## src/rtl/vga_fill_ctrl.sv

```systemverilog
// Write-side controller for the VGA frame buffer: CPU pass-through with absolute
// priority, plus a rectangle-fill engine issuing one pixel write per free cycle.
module vga_fill_ctrl #(
  parameter int H_PIXELS = 160,
  parameter int V_PIXELS = 120
) (
  input  logic        i_clk,
  input  logic        i_rst,
  input  logic [31:0] i_cpuAddr,
  input  logic [31:0] i_cpuData,
  input  logic        i_cpuWe,
  input  logic        i_start,
  input  logic [7:0]  i_x0,
  input  logic [7:0]  i_x1,
  input  logic [7:0]  i_y0,
  input  logic [7:0]  i_y1,
  input  logic [2:0]  i_planeMask,
  input  logic [31:0] i_fillData,
  input  logic        i_abort,
  output logic [31:0] o_pxlAddr,
  output logic [31:0] o_pxlData,
  output logic        o_pxlWe,
  output logic        o_busy,
  output logic        o_done
);

  typedef enum logic {IDLE = 1'b0, FILL = 1'b1} state_t;

  localparam logic [7:0] X_MAX = 8'(H_PIXELS - 1);
  localparam logic [7:0] Y_MAX = 8'(V_PIXELS - 1);

  state_t      state_q;
  logic [7:0]  x0_q, x1_q, y0_q, y1_q;
  logic [7:0]  x_q, y_q;
  logic [1:0]  plane_q;
  logic [2:0]  mask_q;
  logic [31:0] fill_q;

  logic [7:0]  x1_clamp, y1_clamp;
  logic [2:0]  start_pl, next_pl;
  logic        empty_cmd, last_px;

  // Lowest set mask bit at or above 'from'; bit 2 of the result flags "found".
  function automatic logic [2:0] find_plane(input logic [2:0] mask, input logic [1:0] from);
    logic [2:0] r;
    r = 3'b000;
    for (int i = 2; i >= 0; i--) begin
      if (mask[i] && (2'(i) >= from)) begin
        r = {1'b1, 2'(i)};
      end else begin
        r = r;
      end
    end
    return r;
  endfunction

  // Command clamping/emptiness and end-of-scan detection.
  always_comb begin
    x1_clamp  = (i_x1 > X_MAX) ? X_MAX : i_x1;
    y1_clamp  = (i_y1 > Y_MAX) ? Y_MAX : i_y1;
    start_pl  = find_plane(i_planeMask, 2'd0);
    empty_cmd = (i_x0 > x1_clamp) || (i_y0 > y1_clamp) || !start_pl[2];
    next_pl   = find_plane(mask_q, plane_q + 2'd1);
    last_px   = (x_q == x1_q) && (y_q == y1_q) && !next_pl[2];
  end

  assign o_busy = (state_q == FILL);

  // Fill FSM, counters and registered write port.
  always_ff @(posedge i_clk or posedge i_rst) begin
    if (i_rst) begin
      state_q   <= IDLE;
      x0_q      <= 8'd0;
      x1_q      <= 8'd0;
      y0_q      <= 8'd0;
      y1_q      <= 8'd0;
      x_q       <= 8'd0;
      y_q       <= 8'd0;
      plane_q   <= 2'd0;
      mask_q    <= 3'd0;
      fill_q    <= 32'd0;
      o_pxlAddr <= 32'd0;
      o_pxlData <= 32'd0;
      o_pxlWe   <= 1'b0;
      o_done    <= 1'b0;
    end else begin
      o_pxlWe <= 1'b0;
      o_done  <= 1'b0;
      if (i_cpuWe) begin
        o_pxlAddr <= i_cpuAddr;
        o_pxlData <= i_cpuData;
        o_pxlWe   <= 1'b1;
      end
      case (state_q)
        IDLE: begin
          if (i_start) begin
            x0_q   <= i_x0;
            x1_q   <= x1_clamp;
            y0_q   <= i_y0;
            y1_q   <= y1_clamp;
            mask_q <= i_planeMask;
            fill_q <= i_fillData;
            if (empty_cmd) begin
              o_done <= 1'b1;
            end else begin
              state_q <= FILL;
              x_q     <= i_x0;
              y_q     <= i_y0;
              plane_q <= start_pl[1:0];
            end
          end
        end
        FILL: begin
          if (i_abort) begin
            state_q <= IDLE;
          end else if (!i_cpuWe) begin
            o_pxlAddr <= {14'h0, plane_q, y_q, x_q};
            o_pxlData <= fill_q;
            o_pxlWe   <= 1'b1;
            // Compare before incrementing so x=255 / y=255 never wrap.
            if (last_px) begin
              o_done  <= 1'b1;
              state_q <= IDLE;
            end else if (x_q != x1_q) begin
              x_q <= x_q + 8'd1;
            end else begin
              x_q <= x0_q;
              if (y_q != y1_q) begin
                y_q <= y_q + 8'd1;
              end else begin
                y_q     <= y0_q;
                plane_q <= next_pl[1:0];
              end
            end
          end
        end
        default: state_q <= IDLE;
      endcase
    end
  end

endmodule

```

## config.mk

```make
export PLATFORM = sky130hd
export DESIGN_NAME = vga_fill_ctrl
export DESIGN_NICKNAME = d
export VERILOG_FILES = /design/src/rtl/vga_fill_ctrl.sv
export SDC_FILE = /design/constraint.sdc
export NUM_CORES = 1
export LEC_CHECK = 0
export CORE_MARGIN = 2
export CORE_UTILIZATION = 45
export CTS_CLUSTER_DIAMETER = 40
export DETAILED_ROUTE_END_ITERATION = 8
export GPL_ROUTABILITY_DRIVEN = 0
export PLACE_DENSITY = 0.72
export SYNTH_ARGS = -nofsm -noshare
export SYNTH_HDL_FRONTEND = slang
export SYNTH_SLANG_ARGS = --single-unit
```

## constraint.sdc

```tcl
create_clock -name i_clk -period 5.7 [get_ports i_clk]
set_input_delay 1.14 -clock i_clk [delete_from_list [all_inputs] [get_ports i_clk]]
set_output_delay 1.14 -clock i_clk [all_outputs]
set_load 0.01 [all_outputs]
```

==> impl_metrics.ini <==
[global_routing]
grt.total_usage_pct = 22.5
grt_max_degree = 91
grt_pass1_wl_um = 31500
antenna_found_initial = 1
grt_pass1_vias = 6176
grt_overflow_total = 0

[synthesis]
yosysTopAreaCell = dfrtp_1
post-synth-top-count-cell = nand2_1
synth_cell_types = 40
ys_seq_area_share_pct = 51.4
synth-xor-area-share_pct = 3.32
synth_mux_area_share_pct = 10.6
syn-num-nets = 951
synth_ff_type = dfrtp_1
yosys_warnings = 0
synth_area_leaders = dfrtp_1 (51%), nand2_1 (14%), mux2i_1 (7.3%)
ys_ff_latch = 152
ys_async_sr_fraction_pct = 100
synth-edff-count = 0
synthesis.area_um2 = 7390
syn_area_per_cell_um2 = 9.30
synth_top_area_share_pct = 51.4
yosys-top-cells-count = nand2_1 (269), dfrtp_1 (152), o21ai_0 (105), mux2i_1 (54), clkbuf_1 (35)
synth_compound_area_share_pct = 10.1
yosys.area_share.adder_pct = 3.38
synthSimpleGateAreaFrac_pct = 18.3
synthesis.instances = 795
synth_top_family_by_area = simple AND/OR/NAND/NOR gates

[placed_design]
placed_cell_area_um2 = 9590
portBuffers = 202
dp_slack_ps = 1350
post-dp-hpwl_um = 12800

[cts]
cts_setup_buffers = 0
cts_root_buf = clkbuf_16
cts_buffer_depth = 2
cts_tree = yes
clk_latency_ps = 420
clock-sinks = 152
htreeDepth = 4
numCtsBuffers = 17
cts.clk_slew.worst_paths_ps = 60
cts_resized = 0
hold_buffers = 0

[finish]
reg.largest.list = fill_q x32, o_pxlAddr x32, o_pxlData x32
drive_gt1_share_pct = 7.28
nets = 1135
n_fill_cell = 1338
areaGrowthSynthToFinish_pct = 37.9
stdcell_area_um2 = 10200
diodes = 0
multi_input_area_um2 = 3410
regArea_um2 = 3800

[sta]
final-setup-viol-count = 0
period_share_pct = 68.1
slew_headroom_pct = 25.8
clock_skew_ps = 5.84
hold_viol_final = 0
worst_pin_slew_ps = 1110
slew_violations = 0
period_needed_ps = 3880
worst_slack_ps = 1820
rsz0062_at_grt = no
setup-tns-final_ps = 0
fmaxAchievable_mhz = 258
whs_ps = 470

[floorplan]
start_util_pct = 46.2
die_area_um2 = 17500
die_h_um = 132
die_width_um = 132
row_count = 46
fp.coreArea_um2 = 16000
ios = 203

[routing]
drtPass1Iterations = 5
top_layer = met5
wl_met3_um = 1070
drc = 0
met1_length_um = 8200
drt-initial-drc-count = 341
ant_nets = 0
via_count = 6092
post_drt_wl_per_cell_um = 15.7
via_per_inst = 5.06
met2WireLength_um = 9180
routed_wl_um = 18900

[worst_setup_path]
cp_data_arrival_time_ps = 4180
cp_data_required_time_ps = 6000
critPathLaunchType = input pin
worstSetupPathType = in -> reg
end_kind = flop
crit_fanout = 8
worst-r2r-setup-slack_ps = 3050

[pwr]
powerDensity_nw_per_um2 = 355
netSwitchingPower_uw = 1090
pwr-share-comb_pct = 26.2
peakVddDrop_mv = 0.254
p_int_uw = 2540
p_clk_share_pct = 32.2
leakagePower_uw = 0.00491
power.share.switching_pct = 30.0
seq_power_share_pct = 41.7

[job]
maxCapViolCount = 0

[run_status]
status = finished, final reports clean

[worst_hold_path]
min_path_type = reg -> reg
## power by group through the flow
| stage | Sequential, µW | Combinational [µW] | Clock, µW |
|---|---|---|---|
| floorplan | 1470 | 600 | 0 |
| global placement | 1520 | 927 | 0 |
| detailed placement | 1530 | 945 | 0 |
| CTS | 1510 | 956 | 1190 |
| global route | 1540 | 1060 | 1240 |
| finish | 1510 | 948 | 1170 |
## critical path, cell delays in order
cell and delay [ps]:
clkdlybuf4s50_1 450, inv_1 80, nor2_1 290, nor2_1 100
ha_1 300, nor2b_1 130, o211ai_1 150, a21oi_1 100
a2111oi_2 360, o211ai_2 240, a21oi_2 440, mux2_2 390
## path summary, 6_finish.rpt
path / startpoint / to / depth (start not counted)
max in group asynchronous: i_rst / o_pxlAddr[6] / 3
setup reg to reg: o_busy / y_q[6] / 7
min in group asynchronous: i_rst / fill_q[17] / 2
setup / recovery: i_x1[7] / x_q[5] / 12
hold reg to reg: y0_q[7] / y0_q[7] / 2
hold / removal: y0_q[7] / y0_q[7] / 2
## stage by stage
stage / util (%) / power [µW] / instances
6_report: 63.7 / 3620 / 1205
5_1_grt: 63.7 / 3850 / 1205
4_1_cts: 63.7 / 3650 / 1205
3_5_place_dp: 59.9 / 2470 / 1176
3_3_place_gp: 59.9 / 2450 / 1176
2_1_floorplan: - / 2070 / 795
## kinds of logic after synthesis
kind of cell	after synthesis
and+or+nand+nor	335
DFF	152
AOI/OAI and AO/OA	134
muxes	73
buffers and inverters	52
xor gates and xnor gates	28
adders and majority gates	20
other	1
## layout by cell type (no fill, tap or decap), types with 2 or more instances in the layout
cell             synthesis  final
a21oi_1                 16     16
and3_1                   4      4
buf_4                    0      8
bufinv_16                0      4
clkbuf_16                0     17
clkbuf_8                 0      2
clkdlybuf4s50_1          0    201
clkinv_2                 0      3
clkinvlp_4               0      2
dfrtp_1                152    152
ha_1                    20     20
inv_1                    8      7
mux2_2                  11     11
mux2_4                   8      8
mux2i_1                 54     54
nand2_1                269    268
nand2_2                  2      3
nand2b_1                 4      3
nand3_1                 12     12
nand4_1                  4      4
nor2_1                  27     27
nor2b_1                  4      3
nor4_1                   2      2
nor4_2                   2      2
o211ai_1                 2      2
o21ai_0                105    105
or2_2                    2      2
xnor2_1                  2      2
xor2_1                  26     26
## metal layers
metal	vias up	global-route usage, %
met4	2	8.18
met5	-	0
met2	173	37.5
li1	3018	-
met3	30	5.46
met1	2869	28.7
## final cells by class
| cell class | count | area share (%) |
|---|---|---|
| clock buffer | 20 | 4.48 |
| sequential | 152 | 37.3 |
| timing repair buffer | 209 | 20.3 |
| tap | 216 | 2.65 |
| multi-input combinational | 591 | 33.4 |
| clock inverter | 9 | 1.47 |
| inverter | 8 | 0.344 |
Power figures use the tool's default switching activity.
